==> config.mk <==
export PLATFORM = sky130hd
export DESIGN_NAME = i2c_codec_responder
export DESIGN_NICKNAME = d
export VERILOG_FILES = /design/src/rtl/i2c_codec_responder.sv
export SDC_FILE = /design/constraint.sdc
export NUM_CORES = 1
export LEC_CHECK = 0
export ABC_CLOCK_PERIOD_IN_PS = 3800
export CAP_MARGIN = 10
export CELL_PAD_IN_SITES_DETAIL_PLACEMENT = 0
export CELL_PAD_IN_SITES_GLOBAL_PLACEMENT = 1
export CORE_ASPECT_RATIO = 0.7
export CORE_MARGIN = 4
export CORE_UTILIZATION = 40
export DETAILED_ROUTE_END_ITERATION = 7
export PLACE_DENSITY_LB_ADDON = 0.1
export SLEW_MARGIN = 20
export SYNTH_ARGS = -nofsm -noshare
export SYNTH_HDL_FRONTEND = slang
export SYNTH_SLANG_ARGS = --single-unit
==> constraint.sdc <==
create_clock -name i_clk -period 3.8 [get_ports i_clk]
set_input_delay 0.76 -clock i_clk [delete_from_list [all_inputs] [get_ports i_clk]]
set_output_delay 0.76 -clock i_clk [all_outputs]
set_load 0.1 [all_outputs]
==> src/rtl/i2c_codec_responder.sv <==
// Write-only I2C responder standing in for the WM8731 control port; decodes
// 3-byte register writes into a small register file for loopback bring-up.
module i2c_codec_responder #(
  parameter logic [6:0]  DEV_ADDR = 7'h1A,
  parameter int unsigned NUM_REGS = 16
) (
  input  logic       i_clk,
  input  logic       i_rst_n,
  input  logic       i_scl,
  input  logic       i_sda,
  output logic       o_sda_low,
  output logic       o_wr_stb,
  output logic [6:0] o_wr_addr,
  output logic [8:0] o_wr_data,
  input  logic [3:0] i_rd_idx,
  output logic [8:0] o_rd_data,
  output logic [7:0] o_wr_count,
  output logic       o_busy
);

  localparam int unsigned ADDR_W = 7;
  localparam int unsigned DATA_W = 9;
  localparam int unsigned IDX_W  = 4;
  localparam int unsigned CNT_W  = 8;
  localparam logic [ADDR_W-1:0] RESET_REG = 7'h0F;

  typedef enum logic [2:0] {
    S_IDLE,
    S_ADDR,
    S_ACK_A,
    S_BYTE1,
    S_ACK_1,
    S_BYTE2,
    S_ACK_2,
    S_IGNORE
  } state_t;

  logic              scl_meta, scl_sync, scl_prev;
  logic              sda_meta, sda_sync, sda_prev;
  logic              scl_rise, scl_fall, start_cond, stop_cond;
  state_t            state;
  logic [2:0]        bit_cnt;
  logic [6:0]        shreg;
  logic [7:0]        byte_in;
  logic [ADDR_W-1:0] reg_addr;
  logic              data_msb;
  logic [DATA_W-1:0] wr_word;
  logic [DATA_W-1:0] regs [NUM_REGS];

  // Synchronizers reset to the idle-bus level so reset release looks like a quiet bus
  always_ff @(posedge i_clk or negedge i_rst_n) begin
    if (!i_rst_n) begin
      scl_meta <= 1'b1;
      scl_sync <= 1'b1;
      scl_prev <= 1'b1;
      sda_meta <= 1'b1;
      sda_sync <= 1'b1;
      sda_prev <= 1'b1;
    end else begin
      scl_meta <= i_scl;
      scl_sync <= scl_meta;
      scl_prev <= scl_sync;
      sda_meta <= i_sda;
      sda_sync <= sda_meta;
      sda_prev <= sda_sync;
    end
  end

  assign scl_rise   = scl_sync & ~scl_prev;
  assign scl_fall   = ~scl_sync & scl_prev;
  assign start_cond = scl_sync & scl_prev & sda_prev & ~sda_sync;
  assign stop_cond  = scl_sync & scl_prev & ~sda_prev & sda_sync;

  assign byte_in   = {shreg, sda_sync};
  assign wr_word   = {data_msb, byte_in};
  assign o_rd_data = regs[i_rd_idx];

  always_ff @(posedge i_clk or negedge i_rst_n) begin
    if (!i_rst_n) begin
      state      <= S_IDLE;
      bit_cnt    <= 3'd0;
      shreg      <= 7'd0;
      reg_addr   <= 7'd0;
      data_msb   <= 1'b0;
      o_sda_low  <= 1'b0;
      o_wr_stb   <= 1'b0;
      o_wr_addr  <= 7'd0;
      o_wr_data  <= 9'd0;
      o_wr_count <= 8'd0;
      o_busy     <= 1'b0;
      for (int unsigned i = 0; i < NUM_REGS; i++) regs[i] <= '0;
    end else begin
      o_wr_stb <= 1'b0;
      if (start_cond) begin
        state     <= S_ADDR;
        bit_cnt   <= 3'd0;
        shreg     <= 7'd0;
        o_sda_low <= 1'b0;
        o_busy    <= 1'b1;
      end else if (stop_cond) begin
        state     <= S_IDLE;
        o_sda_low <= 1'b0;
        o_busy    <= 1'b0;
      end else begin
        case (state)
          S_ADDR, S_BYTE1, S_BYTE2: begin
            if (scl_rise) begin
              shreg   <= byte_in[6:0];
              bit_cnt <= bit_cnt + 3'd1;
              if (bit_cnt == 3'd7) begin
                if (state == S_ADDR) begin
                  state <= (byte_in == {DEV_ADDR, 1'b0}) ? S_ACK_A : S_IGNORE;
                end else if (state == S_BYTE1) begin
                  reg_addr <= byte_in[7:1];
                  data_msb <= byte_in[0];
                  state    <= S_ACK_1;
                end else begin
                  // Commit on the last data bit, before the ACK slot
                  o_wr_stb  <= 1'b1;
                  o_wr_addr <= reg_addr;
                  o_wr_data <= wr_word;
                  if (reg_addr == RESET_REG) begin
                    for (int unsigned i = 0; i < NUM_REGS; i++) regs[i] <= '0;
                  end else begin
                    regs[reg_addr[IDX_W-1:0]] <= wr_word;
                  end
                  if (o_wr_count != {CNT_W{1'b1}}) o_wr_count <= o_wr_count + 8'd1;
                  state <= S_ACK_2;
                end
              end
            end
          end
          // o_sda_low doubles as the ACK phase flag: first fall drives, second releases
          S_ACK_A, S_ACK_1, S_ACK_2: begin
            if (scl_fall) begin
              if (!o_sda_low) begin
                o_sda_low <= 1'b1;
              end else begin
                o_sda_low <= 1'b0;
                state <= (state == S_ACK_A) ? S_BYTE1 :
                         (state == S_ACK_1) ? S_BYTE2 : S_IGNORE;
              end
            end
          end
          default: begin
          end
        endcase
      end
    end
  end

endmodule
* Word level (Yosys, flattened, before mapping)
Cells that the tools add are included.
Operators by class: add/sub/neg operators 2, reductions and logical operators 15, order comparisons 3, muxes and demuxes 41, equality and inequality tests 15, bitwise operators 17
Operators by type and width (number):
- $bwmux 144 | 1
- $mux 144 | 1
- $mux 3 | 13
- $bmux 9 s4 | 1
- $demux 9 s4 | 1
- $mux 7 | 4
- $mux 9 | 3
- $ne 4x4->1 const B | 4
- $mux 1 | 14
- $reduce_and 7->1 | 2
- $eq 3x3->1 const B | 4
- $ge 5x5->1 const B | 2
- $not 4->5 | 2
- $add 8x1->8 const B | 1
- $eq 8x6->1 const B | 1
- $ne 8x8->1 const B | 1
- $not 1->1 | 8
- $reduce_and 8->1 | 1
- $and 1x1->1 | 7
- $eq 7x4->1 const B | 1
- $eq 3x2->1 const B | 2
- $pmux 3 s2 | 1
- $reduce_bool 2->1 | 3
- $reduce_bool 3->1 | 2
- 11 further kinds | 13
Storage, ports and cells: bits in registers 198, output and inout bits 36, word-level logic and storage cells 126, bits of input ports 8

* Depth between registers and ports, before layout
Gate-level depths: netlist of the first run.
word-level depth 8, gate-level depth with buffers 10, gate-level depth less buffers 7

* Worst setup path before layout of the first run
No wires, ideal clock.
path type input-to-output, start point in i_rd_idx[1], end point out o_rd_data[0], data required time 3.040 ns, path slack 0.558 ns, data arrival time 2.482 ns, stages 4, path buffers 2, cell sequence clkbuf_1 > buf_1 > mux4_2 > mux4_2
On the way: longest elaborated chain between the ends 4
RTL lines:
- start: declaration | RTL line 15 | input logic [3:0] i_rd_idx,
- $not 4->5 (implied by the code) | RTL line 76 | assign o_rd_data = regs[i_rd_idx];
- $bmux 9 s4 | RTL line 76
- $mux 9 (implied by the code) (2 in a row) | RTL line 76
- end: declaration | RTL line 16 | output logic [8:0] o_rd_data,
Every way passes these cells. The select of a mux whose other input is x is not followed.

* Worst setup path in the final report of the first run
Same ends and word-level chain as after synthesis.

==> metrics.md, run 1 <==
| Metric | Value |
|---|---|
| Outcome | finished, final reports clean |
| Fin area | 0.0104 sq mm |
| R2R setup slack | roughly 0.86 ns |
| GPL Wtd Cong | approximately 0.9 |
| Met1 Track Usage GR | 0.326 |
| Worst Setup Start Kind | primary input |
| Number of DRC markers in iteration 0 | 550 |
| Post-Syn Area | 0.00906 sq mm |
| Synth warnings | 0 |
| Drt total wl | about 26,000 microns |
| Post-cts gate resize count | 0 |
| Post-Synthesis Cells | roughly 700 |
| Vias in the first global route | between 6,000 and 7,000 |
| Netlist cell types | ~60 |
| Core Region | about 0.022 sq mm |
| Register bit count reported by yosys | about 200 |
| Fmax | 0.298 GHz |
| Bufs on Longest Clock Path | 2 |
| H-tree depth | 4 |
| Post-synth EDFFs | 0 |
| Ys async rst share | 1.00 |
| Worst Path Buf+Inv | 3 |
| Most numerous cell in the Yosys netlist | dfrtp_1 |
| Clk slew on worst S/H paths | 0.07 ns |
| Unrepaired setup endpoints after global routing | false |
| IO Pins | 44 |
| CTS tree | yes |
| CP Class | primary input to primary output |
| Congestion Overflow GR | 0 |
| Initial antenna violation count | 0 |
| Synth area leader | dfrtp_1 |
| Hold Crit Class | primary input to async pin |
| Chip width | around 190 microns |
| Final WS setup | roughly 0.44 ns |
| Antenna-violating nets left | 0 |
| Area post-placement | 0.00980 sq mm |
| Worst-Skew Late Latency | 0.44 ns |
| Reg area | around 0.0050 sq mm |
| Via density | between 6 and 7 |
| DRC | 0 |
| Largest cells by area after synthesis | dfrtp_1 53%, a22o_1 11%, mux4_2 11% |
| Gr usage total | 0.218 |
| Initial DRT Pass Iterations | 5 |
| CP max stage delay | roughly 0.54 ns |
| Total number of vias | 6,259 |
| Leak | 4.62 nW |
| Worst-path fanout max | 36 |
| Tightest Pin Transition | roughly 1.3 ns |
| Die area | ~0.025 sq mm |
| Fillers | around 2,000 |
| N_diodes | 0 |
| Relative slew slack | 0.162 |
| Die Height | 134 microns |
| Num CTS Buffers | 17 |
| Finished Core Util | 0.475 |
| Final Setup Violations | 0 |
| Largest net degree at the start of global routing | 85 |
| Ys flop type | dfrtp_1 |
| Root Buffer | clkbuf_16 |
| Max cap viols | 0 |
| Crit path max-delay family | buffers and inverters |
| Placed Cells incl. Taps | 980 |
| Most frequent cells after synthesis | 192 x dfrtp_1, 117 x a22o_1, 83 x nand2_1 |
| Met2 Use GR | 0.306 |
| Clock sink count | ~200 |
| Final hold vios | 0 |
| PortBufs | 43 |
| Max VDD drop | between 0.3 and 0.4 mV |
| Syn nets | between 700 and 800 |
| Hold buffers post-CTS | 0 |
| Pwr Density | between 400 and 500 mW/mm^2 |
| Met3 Track Usage GR | 0.0770 |
| Synth top area share | 0.530 |
| First-pass GRT wire length | just over 40,000 microns |
| Wire length per cell | around 26 microns |
| Synthesis-to-layout area growth | 15.1% |
| Slew Limit Fails | 0 |
| CP Capture Type | primary output |
| CP max-delay cell | mux4_2 |
| Dpl ws | 0.437 ns |
| TNS Setup | 0 ns |
| Starting density of the core | 0.413 |
| Multi-input gate area | 0.00379 sq mm |
| Reg2reg start | bit_cnt[0] |
| Post-CTS Setup Bufs | 0 |
| Critical path cell sequence | clkdlybuf4s50_1 -> buf_12 -> mux4_2 -> mux4_2 -> buf_12 |
| Post-synthesis sequential area ratio | 0.548 |
| Most used routing layer | met1 |
| CP required | approximately 3 ns |
| CP Data Arrival Time | between 2 and 3 ns |
| Cells on worst reg2reg path | 7 |
| Layout cell share with drive strength beyond 1 | 0.203 |
| Clk_skew | about 0.011 ns |
| Crit share post-route | 0.884 |
| Row cnt | 45 |
| Final net count | 728 |
| Tmin final | 3.36 ns |
| Reg-to-Reg End | regs[90] |
| Post-detail-place hpwl | about 17,000 microns |
| Syn avg cell area | about 13 sq um |
| Non-Filler Instances | 1,012 |
-- how the worst max path moves through the flow --
stage	slack, ns	end	cells after the start	startpoint
CTS	0.44	o_rd_data[0]	5	i_rd_idx[1]
finish	0.44	o_rd_data[0]	5	i_rd_idx[1]
global route	0.41	o_rd_data[0]	5	i_rd_idx[1]
global placement	0.46	o_rd_data[0]	5	i_rd_idx[1]
detailed placement	0.44	o_rd_data[0]	5	i_rd_idx[1]
floorplan	0.56	o_rd_data[0]	4	i_rd_idx[1]
-- power breakdown --
group	internal [mW]	switching, mW
registers	2.12	0.0169
clock network	1.14	0.808
logic	0.0497	0.115
-- routing by layer --
layer / part of all wire / up-vias / wire length, microns
met2: 0.43 / 251 / 11400
met1: 0.47 / 3298 / 12300
li1: - / 2688 / -
met5: 0 / - / 0
met4: 0.011 / 0 / 292
met3: 0.093 / 22 / 2460
-- metrics by stage --
stage / hold slack [ns] / total power [mW]
after detailed placement: 0.348 / 2.35
after floorplan: 0.345 / 2.26
final: 0.326 / 4.25
after global placement: 0.346 / 2.34
after global routing: 0.362 / 4.41
after CTS: 0.351 / 4.29
-- worst reg2reg max path: stages, from the launching register on --
cell and delay [ns]:
dfrtp_1 0.38, ha_1 0.16, ha_1 0.29, and4b_1 0.40
nand2_4 0.28, inv_6 0.32, o2111ai_2 0.56, a22o_1 0.45
-- kinds of logic (layout without fill, tap and decap cells) --
group | after synthesis | after routing | share of synthesized area
flip-flops | 198 | 198 | 0.548
AND/OR/NAND/NOR | 184 | 184 | 0.114
AO/OA/AOI/OAI | 170 | 170 | 0.150
multiplexers | 73 | 73 | 0.144
buffers and inverters | 64 | 95 | 0.0341
XOR/XNOR | 7 | 7 | 0.00677
adder cells (fa/ha/maj) | 3 | 3 | 0.00414
-- area by class of cell --
| type | instances | share of cell area |
|---|---|---|
| Clock inverter | 11 | 0.0164 |
| Multi-Input combinational cell | 437 | 0.364 |
| Sequential cell | 198 | 0.476 |
| Inverter | 6 | 0.00264 |
| Tap cell | 282 | 0.0338 |
| Timing Repair Buffer | 57 | 0.0635 |
| Clock buffer | 21 | 0.0442 |
-- placed cells by master, fill, tap and decap left out, types with 5 or more instances in the layout --
cell               n
clkdlybuf4s50_1   32
nand2_1           83
nor3_2             5
mux2_2             9
buf_4             11
o21ai_0           10
a21oi_1           11
nor2_2             8
mux2i_1           18
a22o_1           117
clkbuf_16         17
o21ai_1            9
dfrtp_1          192
buf_12            12
mux4_2            45
inv_1              5
nand3_1           13
dfstp_2            6
o22ai_1           14
nor2_1            24
-- flip-flops by register name, indices dropped and copies added, names as in the netlist, 3 cells and up --
name	flops
o_wr_addr	7
bit_cnt	3
shreg	7
regs	144
state	3
reg_addr	7
o_wr_data	9
o_wr_count	8
No activity file was read; power rests on OpenSTA's default activity.
==> inputs of run 2 (changes only) <==
PLACE_DENSITY_LB_ADDON = 0.12   (was 0.1)
==> run 2 against run 1 <==
Effect of this change: die area unchanged; first-iteration DRC count increased by 18%; non-clock buffer count unchanged; sequential power about the same; combinational power increased by 3%; largest power group unchanged; critical path type unchanged.
==> metrics.md, run 2 (synthesized netlist as in run 1, its figures left out) <==
| Metric | Value |
|---|---|
| Fillers | 1,904 (-3.2%) |
| First-pass GRT wire length | 40,900 microns (-0.95%) |
| Unrepaired setup endpoints after global routing | false |
| Congestion Overflow GR | 0 (unchanged) |
| Leak | 4.60 nW (-0.55%) |
| Initial DRT Pass Iterations | 5 (unchanged) |
| Outcome | finished, final reports clean |
| H-tree depth | 4 (unchanged) |
| Relative slew slack | 0.343 (+0.181) |
| Post-detail-place hpwl | 17,500 microns (+0.48%) |
| Top flop regs | regs x144, o_wr_data x9, o_wr_count x8 |
| Number of DRC markers in iteration 0 | 649 (+18%) |
| Drt total wl | 26,700 microns (+0.83%) |
| Die Height | 134 microns (unchanged) |
| Max VDD drop | 0.327 mV (+7.8%) |
| Total number of vias | 6,253 (-0.096%) |
| TNS Setup | 0 ns (unchanged) |
| Slew Limit Fails | 0 (unchanged) |
| CP required | 3.04 ns (about the same) |
| Most common cell after layout, fill and taps aside | dfrtp_1 |
| Pwr Density | 398 mW/mm^2 (-2.4%) |
| CP Data Arrival Time | 2.60 ns (about the same) |
| R2R setup slack | 0.95 ns (+0.09 ns) |
| Root Buffer | clkbuf_16 |
| N_diodes | 0 (unchanged) |
| Reg2reg start | bit_cnt[0] |
| Post-CTS Setup Bufs | 0 (unchanged) |
| Dpl ws | 0.453 ns (+0.0162 ns) |
| Layout cell share with drive strength beyond 1 | 0.204 (+0.00137) |
| Worst Setup Start Kind | primary input |
| Final WS setup | 0.441 ns (-0.000357 ns) |
| IO Pins | 44 (unchanged) |
| Vias in the first global route | 6,134 (-2.6%) |
| Met1 Track Usage GR | 0.322 (-0.00401) |
| CTS tree | yes |
| Clock sink count | 198 (unchanged) |
| Synthesis-to-layout area growth | 14.5% |
| Initial antenna violation count | 0 (unchanged) |
| PortBufs | 43 (unchanged) |
| Num CTS Buffers | 17 (unchanged) |
| Die area | 0.0252 sq mm (unchanged) |
| Clk_skew | 0.0184 ns (+0.00691 ns) |
| Via density | 6.18 (about the same) |
| Largest register FFs | 144 (unchanged) |
| Worst-Skew Late Latency | 0.44 ns (about the same) |
| Max cap viols | 0 (unchanged) |
| Most frequent cells in the layout | 192 x dfrtp_1, 117 x a22o_1, 83 x nand2_1 |
| Hold buffers post-CTS | 0 (unchanged) |
| Row cnt | 45 (unchanged) |
| CP Capture Type | primary output |
| Crit share post-route | 0.884 (about the same) |
| Largest net degree at the start of global routing | 88 (+3.5%) |
| Tightest Pin Transition | 0.980 ns (-0.270 ns) |
| Starting density of the core | 0.413 (unchanged) |
| Antenna-violating nets left | 0 (unchanged) |
| Final Setup Violations | 0 (unchanged) |
| Most used routing layer | met1 |
| Fmax | 0.298 GHz (about the same) |
| Post-cts gate resize count | 0 (unchanged) |
| Biggest register | regs |
| GPL Wtd Cong | 0.911 (+3.4%) |
| Met2 Use GR | 0.286 (-0.0201) |
| Chip width | 188 microns (unchanged) |
| CP Class | primary input to primary output |
| Met3 Track Usage GR | 0.0944 (+0.0174) |
| Reg-to-Reg End | regs[89] |
| DRC | 0 (unchanged) |
| Hold Crit Class | primary input to async pin |
| Wire length per cell | 26.3 microns (+0.83%) |
| Bufs on Longest Clock Path | 2 (unchanged) |
| Final hold vios | 0 (unchanged) |
| Clk slew on worst S/H paths | 0.08 ns (about the same) |
| Cells on worst reg2reg path | 7 (unchanged) |
| Worst-path fanout max | 36 (unchanged) |
| Tmin final | 3.36 ns (+0.000357 ns) |
| Core Region | 0.0220 sq mm (unchanged) |
| Final net count | 728 (unchanged) |
| Gr usage total | 0.217 (about the same) |
-- run 2: changes by cell type in the layout (fill, tap and decap cells not counted), sizes merged --
cell / change
inv: +6
bufinv: -3
clkbuf: -2
clkinv: -1
-- run 2: power breakdown --
group / leakage, nW / internal (mW) / total [mW] / switching (mW)
clock: 0.279 / 0.946 / 1.82 / 0.879
sequential: 2.74 / 2.12 / 2.14 / 0.0165
combinational: 1.57 / 0.0494 / 0.170 / 0.120
total: 4.60 / 3.12 / 4.13 / 1.02
-- run 2: worst max-delay path by stage --
| stage | depth (start not counted) | end | start | slack, ns |
|---|---|---|---|---|
| 2_1_floorplan | 4 | o_rd_data[0] | i_rd_idx[1] | 0.56 |
| 3_3_place_gp | 5 | o_rd_data[6] | i_rd_idx[1] | 0.48 |
| 3_5_place_dp | 5 | o_rd_data[4] | i_rd_idx[1] | 0.45 |
| 4_1_cts | 5 | o_rd_data[4] | i_rd_idx[1] | 0.44 |
| 5_1_grt | 5 | o_rd_data[4] | i_rd_idx[1] | 0.40 |
| 6_report | 5 | o_rd_data[4] | i_rd_idx[1] | 0.44 |
-- run 2: critical path, stage by stage --
cell and delay, ns:
clkdlybuf4s50_1 0.51, buf_12 0.24, mux4_2 0.34, mux4_2 0.53, buf_12 0.19
-- run 2: final cells by class --
cell class	instances	area (sq um)	share of cell area
well taps	282	353	0.0340
repair buffers	57	662	0.0638
clock buffers	19	443	0.0427
multi-input cells	437	3790	0.365
clock inverters	13	138	0.0133
inverters	6	27.5	0.00265
flip-flops and latches	198	4960	0.478
-- run 2: per-layer routing --
layer | routed length (microns) | up-vias | share of wire
li1 | - | 2685 | -
met1 | 12300 | 3230 | 0.46
met3 | 2870 | 49 | 0.11
met5 | 0 | - | 0
met4 | 722 | 0 | 0.027
met2 | 10800 | 289 | 0.41
-- run 2: per-stage QoR --
| step | total power [mW] | hold WS (ns) | cells | cell area (sq um) | util |
|---|---|---|---|---|---|
| 2_1_floorplan | 2.26 | 0.345 | 699 | 9060 | - |
| 3_3_place_gp | 2.35 | 0.347 | 980 | 9800 | 0.446 |
| 3_5_place_dp | 2.35 | 0.349 | 980 | 9800 | 0.446 |
| 4_1_cts | 4.18 | 0.361 | 1012 | 10400 | 0.473 |
| 5_1_grt | 4.27 | 0.363 | 1012 | 10400 | 0.473 |
| 6_report | 4.13 | 0.355 | 1012 | 10400 | 0.473 |
==> inputs of run 3 (changes only) <==
CTS_CLUSTER_SIZE = 28   (was unset)
==> results of run 3 <==
Final layout, timing and power as in run 2 (identical DEF).
